$ cat src/rtl/tt_mux_pkg.sv
// Shared constants, state enum and helpers for the muxperiment
// project-selection controller (tt_mux_ctrl and tt_mux_ow_select).
package tt_mux_pkg;

  localparam int IW_W       = 18;
  localparam int OW_W       = 24;
  localparam int IW_CLK     = 0;
  localparam int IW_RST_N   = 1;
  localparam int IW_UI_LSB  = 2;
  localparam int IW_UIO_LSB = 10;

  typedef enum logic [1:0] {
    ST_OFF    = 2'd0,
    ST_DRAIN  = 2'd1,
    ST_RESET  = 2'd2,
    ST_ACTIVE = 2'd3
  } state_e;

  function automatic int max_int(input int a, input int b);
    return (a > b) ? a : b;
  endfunction

endpackage

$ cat src/rtl/tt_mux_ow_select.sv
// Output-side slice mux: picks project sel_i's 24-bit bus from ow_i,
// gated to zero when en_i is low.
// Ports: sel_i (index), en_i (gate), ow_i (flattened buses), ow_o (pads).
// Macro TT_MUX_CTRL_OUT_REG_EN adds clk/rst ports and an output register.
module tt_mux_ow_select
  import tt_mux_pkg::*;
#(
  parameter int NUM_PROJ = 16,
  parameter int ADDR_W   = 4
) (
`ifdef TT_MUX_CTRL_OUT_REG_EN
  input  logic                     clk,
  input  logic                     rst,
`endif
  input  logic [ADDR_W-1:0]        sel_i,
  input  logic                     en_i,
  input  logic [NUM_PROJ*OW_W-1:0] ow_i,
  output logic [OW_W-1:0]          ow_o
);

  logic [OW_W-1:0] ow_d;

  always_comb begin
    ow_d = '0;
    for (int k = 0; k < NUM_PROJ; k++) begin
      if (en_i && sel_i == ADDR_W'(k)) begin
        ow_d = ow_i[k*OW_W +: OW_W];
      end
    end
  end

`ifdef TT_MUX_CTRL_OUT_REG_EN
  logic [OW_W-1:0] ow_q;

  always_ff @(posedge clk or posedge rst) begin
    if (rst) begin
      ow_q <= '0;
    end else begin
      ow_q <= ow_d;
    end
  end

  assign ow_o = ow_q;
`else
  assign ow_o = ow_d;
`endif

endmodule

$ cat src/rtl/tt_mux_ctrl.sv
// Project-selection controller: accepts select/off requests, sequences
// drain gap -> held project reset -> live, drives one-hot proj_ena,
// broadcasts pad inputs (rst_n gated) and returns the selected outputs.
// Ports: clk, rst (async high), sel_* handshake, pad_iw/proj_iw,
// proj_ena, proj_ow/pad_ow, active_addr, busy.
// Macro TT_MUX_CTRL_OUT_REG_EN registers pad_ow.
module tt_mux_ctrl
  import tt_mux_pkg::*;
#(
  parameter int NUM_PROJ   = 16,
  parameter int ADDR_W     = 4,
  parameter int GAP_CYCLES = 2,
  parameter int RST_CYCLES = 8
) (
  input  logic                     clk,
  input  logic                     rst,
  input  logic                     sel_valid,
  output logic                     sel_ready,
  input  logic [ADDR_W-1:0]        sel_addr,
  input  logic                     sel_off,
  output logic                     sel_err,
  input  logic [IW_W-1:0]          pad_iw,
  output logic [IW_W-1:0]          proj_iw,
  output logic [NUM_PROJ-1:0]      proj_ena,
  input  logic [NUM_PROJ*OW_W-1:0] proj_ow,
  output logic [OW_W-1:0]          pad_ow,
  output logic [ADDR_W-1:0]        active_addr,
  output logic                     busy
);

  localparam int CNT_MAX = max_int(GAP_CYCLES, RST_CYCLES);
  localparam int CNT_W   = (CNT_MAX > 1) ? $clog2(CNT_MAX) : 1;
  localparam logic [CNT_W-1:0] GAP_LD = CNT_W'(GAP_CYCLES - 1);
  localparam logic [CNT_W-1:0] RST_LD = CNT_W'(RST_CYCLES - 1);

  state_e            state_q, state_d;
  logic [CNT_W-1:0]  cnt_q, cnt_d;
  logic [ADDR_W-1:0] addr_q, addr_d;
  logic              off_q, off_d;
  logic              err_q, err_d;

  logic              accept;
  logic              live;
  logic              ena_on;
  logic [2**ADDR_W-1:0] ok_map;

  // Constant table of in-range addresses.
  for (genvar i = 0; i < 2**ADDR_W; i++) begin : g_ok
    assign ok_map[i] = (i < NUM_PROJ);
  end

  assign accept = sel_valid & sel_ready;

  always_ff @(posedge clk or posedge rst) begin
    if (rst) begin
      state_q <= ST_OFF;
      cnt_q   <= '0;
      addr_q  <= '0;
      off_q   <= 1'b0;
      err_q   <= 1'b0;
    end else begin
      state_q <= state_d;
      cnt_q   <= cnt_d;
      addr_q  <= addr_d;
      off_q   <= off_d;
      err_q   <= err_d;
    end
  end

  // off_q remembers whether the drain ends in OFF or in RESET.
  always_comb begin
    state_d = state_q;
    cnt_d   = cnt_q;
    addr_d  = addr_q;
    off_d   = off_q;
    err_d   = 1'b0;
    unique case (state_q)
      ST_OFF, ST_ACTIVE: begin
        if (accept) begin
          if (sel_off) begin
            state_d = ST_DRAIN;
            cnt_d   = GAP_LD;
            off_d   = 1'b1;
          end else if (!ok_map[sel_addr]) begin
            err_d = 1'b1;
          end else begin
            state_d = ST_DRAIN;
            cnt_d   = GAP_LD;
            off_d   = 1'b0;
            addr_d  = sel_addr;
          end
        end
      end
      ST_DRAIN: begin
        if (cnt_q == '0) begin
          if (off_q) begin
            state_d = ST_OFF;
            cnt_d   = '0;
          end else begin
            state_d = ST_RESET;
            cnt_d   = RST_LD;
          end
        end else begin
          cnt_d = cnt_q - 1'b1;
        end
      end
      ST_RESET: begin
        if (cnt_q == '0) begin
          state_d = ST_ACTIVE;
          cnt_d   = '0;
        end else begin
          cnt_d = cnt_q - 1'b1;
        end
      end
      default: state_d = ST_OFF;
    endcase
  end

  always_comb begin
    sel_ready = (state_q == ST_OFF) || (state_q == ST_ACTIVE);
    busy      = (state_q == ST_DRAIN) || (state_q == ST_RESET);
    live      = (state_q == ST_ACTIVE);
    ena_on    = (state_q == ST_RESET) || (state_q == ST_ACTIVE);
    for (int k = 0; k < NUM_PROJ; k++) begin
      proj_ena[k] = ena_on && (addr_q == ADDR_W'(k));
    end
  end

  // Project rst_n is held low until the project is live.
  assign proj_iw = {pad_iw[IW_W-1:IW_RST_N+1],
                    pad_iw[IW_RST_N] & live,
                    pad_iw[IW_CLK]};

  assign sel_err     = err_q;
  assign active_addr = addr_q;

  tt_mux_ow_select #(
    .NUM_PROJ (NUM_PROJ),
    .ADDR_W   (ADDR_W)
  ) u_ow_select (
`ifdef TT_MUX_CTRL_OUT_REG_EN
    .clk   (clk),
    .rst   (rst),
`endif
    .sel_i (addr_q),
    .en_i  (live),
    .ow_i  (proj_ow),
    .ow_o  (pad_ow)
  );

endmodule

$ cat config.mk
export PLATFORM = sky130hd
export DESIGN_NAME = tt_mux_ctrl
export DESIGN_NICKNAME = d
export VERILOG_FILES = /design/src/rtl/tt_mux_pkg.sv /design/src/rtl/tt_mux_ow_select.sv /design/src/rtl/tt_mux_ctrl.sv
export SDC_FILE = /design/constraint.sdc
export NUM_CORES = 1
export LEC_CHECK = 0
export CAP_MARGIN = 10
export CORE_AREA = 2 2 183 185
export DETAILED_ROUTE_END_ITERATION = 6
export DIE_AREA = 0 0 185 187
export DONT_BUFFER_PORTS = 1
export HOLD_SLACK_MARGIN = 0.03
export PLACE_DENSITY = 0.39
export SYNTH_ARGS = -nofsm -noshare
export SYNTH_HDL_FRONTEND = slang
export SYNTH_HIERARCHICAL = 1
export SYNTH_SLANG_ARGS = --single-unit
$ cat constraint.sdc
create_clock -name clk -period 2.01 [get_ports clk]
set_clock_uncertainty 0.05 [all_clocks]
set_input_delay 0.3015 -clock clk [delete_from_list [all_inputs] [get_ports clk]]
set_output_delay 0.3015 -clock clk [all_outputs]
set_load 0.02 [all_outputs]
==> impl_metrics.yaml <==
worst_setup_path:
  arrival_ns: 2.25
  worstPathRequired_ns: 1.66
  worstSetupEndpointType: "primary output"
  cp-start-kind: "register"
  crit_family: "buffers and inverters"
  crit_path_cell_trace: "buf_6 > buf_6 > or3b_4 > nand2_2 > o21ai_2 > o311ai_4 > buf_4 > a41o_1 > buf_6"
  crit_path_top_delay_cell: "dfrtp_4"
  cp_max_fo: 6
  crit_type: "register to primary output"
  path_buf_inv: 4
  worst_path_most_repeated_cell: "buf_6"
  critPathMaxStageDelay_ns: 0.53
clocking:
  cts-root-buf: "clkbuf_16"
  clk_latency_ns: 0.24
  clock_sinks: 10
  cts_tree: "done"
  cts_buffers: 3
  htreeDepth: 1
  clockBufferDepth: 2
  clkTransAtPathRegs_ns: 0.04
power_and_ir_drop:
  p_leak_nw: 3.13
  p_int_mw: 5.35
  peakVddDrop_mv: 0.904
  seqPwrFrac_pct: 4.2
  pwr-share-comb_pct: 92.2
  sw_frac_of_total_pct: 52.0
  clkPwrFrac_pct: 3.6
  p_per_area_nw_per_um2: 1370
  p_sw_mw: 5.78
  finalPower_mw: 11.1
synth:
  synth-edff-count: 0
  syn-cell-area_um2: 4920
  postSynthAreaPerCell_um2: 7.22
  yosys.area_share.simple_pct: 18.4
  synth_seq_cells: 10
  syn_inst: 682
  synth-xor-area-share_pct: 0
  yosys.cell_types.count: 71
  ys_seq_area_share_pct: 5.08
  synth_compound_area_share_pct: 38.7
  syn-num-nets: 1100
  synthAdderAreaFrac_pct: 2.03
  synth_mux_area_share_pct: 23.2
  synth_top_family_by_area: "compound AO/OA/AOI/OAI gates"
  async_flop_share_pct: 100
  yosysWarnings: 6
  synth-main-ff-cell: "dfrtp_1"
outcome:
  violations: "setup timing"
  run_status: "finished with violations"
placement:
  gp_congestion: 0.898
  dpl-instance-area_um2: 6720
  dp_hpwl_mm: 30.6
  dp.cells: 1232
  port_buffers: 0
  place_ws_ns: -0.618
cells_and_area:
  syn_to_final_growth_pct: 64.7
  drive_above_1_share_pct: 51.2
  fillers: 3662
  layout.cells.non_filler: 1280
  final_core_util_pct: 24.7
  finalInstanceArea_um2: 8110
  finalNetCount: 1239
global_routing:
  grt_max_degree: 18
  track_usage_pct: 19.2
  grt_pass1_vias: 6607
  antenna_found_initial: 18
  gr-total-overflow: 0
  grt_pass1_wl_mm: 47.6
floorplan:
  dieArea_um2: 34600
  fp.dieH_um: 187
  rows: 67
  start_util_pct: 15.0
  die_x_um: 185
  core_um2: 32900
  pin_count: 475
job:
  drv_cap: 0
route:
  viasPerCell: 5.08
  drt_iter0_markers: 363
  dr.pass1.iters: 4
  vias: 6504
  wl_per_cell_um: 28.5
  routed_wl_mm: 36.5
  drc_errors: 0
  final_antenna_net_count: 0
timing:
  slew_viol_final: 0
  fmax_mhz: 384
  period_minus_slack_ns: 2.61
  setup-tns-final_ns: -13.68
  setup_viol: 38
  finalWorstSetupSlack_ns: -0.596
  finalHoldViolCount: 0
  hold_slack_ns: 0.158
  finalCritPeriodShare_pct: 130
  rsz0062_at_grt: "yes"
min_path:
  min_path_type: "input pin to register"
## timing repair
action                                  CTS  global route
pin swaps                                19            47
setup buffers                            16            20
resized for setup                        98           149
hold buffers                              1             0
gates cloned                              1             2
hold endpoints to repair                 10             0
endpoints found under the setup margin   40            40
## registers in the layout, indices dropped and copies added, names as in the netlist
register and flops:
active_addr 4, cnt_q 3, off_q 1, state_q 2
## layout by cell type, fill, tap and decap left out, types with 7 or more instances in the layout
cell	netlist	routed
buf_4	34	147
mux2i_1	65	57
a21oi_1	58	45
buf_6	4	44
nor2_1	61	43
o22ai_1	40	32
o21ai_0	55	31
nand2_1	31	24
inv_1	22	20
buf_12	1	18
mux2_2	15	15
nand3_1	15	13
diode_2	0	12
o21ai_1	4	12
nor2_4	0	11
mux4_2	11	11
a221o_1	12	11
a21oi_2	0	11
a221oi_2	0	10
o21ai_2	0	10
a21o_1	10	10
nor2_2	1	8
buf_8	0	8
o221ai_1	16	8
a31oi_1	8	8
nor2b_1	10	7
o211ai_1	7	7
nand3b_1	7	7
o221a_2	7	7
o221ai_2	0	7
o22ai_2	0	7
## path summary, 6_finish.rpt
check / start / end / slack, ns / depth (start not counted)
worst max-delay path: active_addr[2] / pad_ow[8] / -0.60 / 9
worst min-delay path: sel_addr[1] / active_addr[1] / 0.16 / 1
worst max register to register: cnt_q[0] / cnt_q[2] / 0.27 / 6
worst min register to register: off_q / off_q / 0.50 / 1
max in group asynchronous: rst / active_addr[2] / 1.11 / 2
min in group asynchronous: rst / off_q / 0.46 / 2
## area by class of cell
class                      instances  area (um2)  area share (%)
multi-input combinational        565        4970            61.3
clock buffer                       4        88.8            1.10
tap                              448         561            6.91
timing repair buffer             219        2110            26.1
inverter                          22        85.1            1.05
sequential                        10         263            3.24
antenna                           12        30.0           0.370
## Yosys cell counts, types with 7 or more instances
cell      count  area share [%]
nand2_1      31             2.4
clkbuf_1     16             1.2
nand3b_1      7             1.1
ha_1          8             2.0
mux4_2       11             5.0
o221ai_1     16             2.8
a21oi_1      58             5.9
a221oi_1     16             2.8
o221a_2       7             1.6
a221o_1      12             2.4
buf_4        34             5.2
mux2_2       15             3.4
o21ai_0      55             5.6
mux2i_1      65              13
nand2b_1     10             1.3
a31oi_1       8             1.0
nand3_1      15             1.5
o211ai_1      7             1.1
inv_1        22             1.7
o31ai_1      10             1.5
buf_2        29             2.9
nor3_1        9            0.91
a21o_1       10             1.5
nor2b_1      10             1.3
nor2_1       61             4.6
a22oi_1      10             1.5
o22ai_1      40             5.1
dfrtp_1      10             5.1
## power groups by stage
stage	Sequential [mW]	Clock, mW	Combinational (mW)
detailed placement	0.535	0	8.39
global route	0.492	0.424	10.9
finish	0.469	0.401	10.3
floorplan	0.499	0	5.08
global placement	0.530	0	8.37
CTS	0.468	0.413	9.39
## routing by layer
| layer | up-vias | track usage [%] | share of wire (%) |
|---|---|---|---|
| li1 | 2947 | - | - |
| met1 | 3162 | 23.8 | 41 |
| met2 | 321 | 33.0 | 48 |
| met3 | 62 | 4.81 | 7.9 |
| met4 | 12 | 4.91 | 2.6 |
| met5 | - | 0 | 0.19 |
## logic make-up (layout without fill, tap and decap cells)
| group | Yosys count | count (layout) |
|---|---|---|
| and+or+nand+nor | 175 | 176 |
| DFF | 10 | 10 |
| buffers and inverters | 108 | 245 |
| muxes | 96 | 96 |
| AOI/OAI and AO/OA | 284 | 284 |
| adders and majority gates | 8 | 8 |
| other | 1 | 13 |
Power figures use the tool's default switching activity.
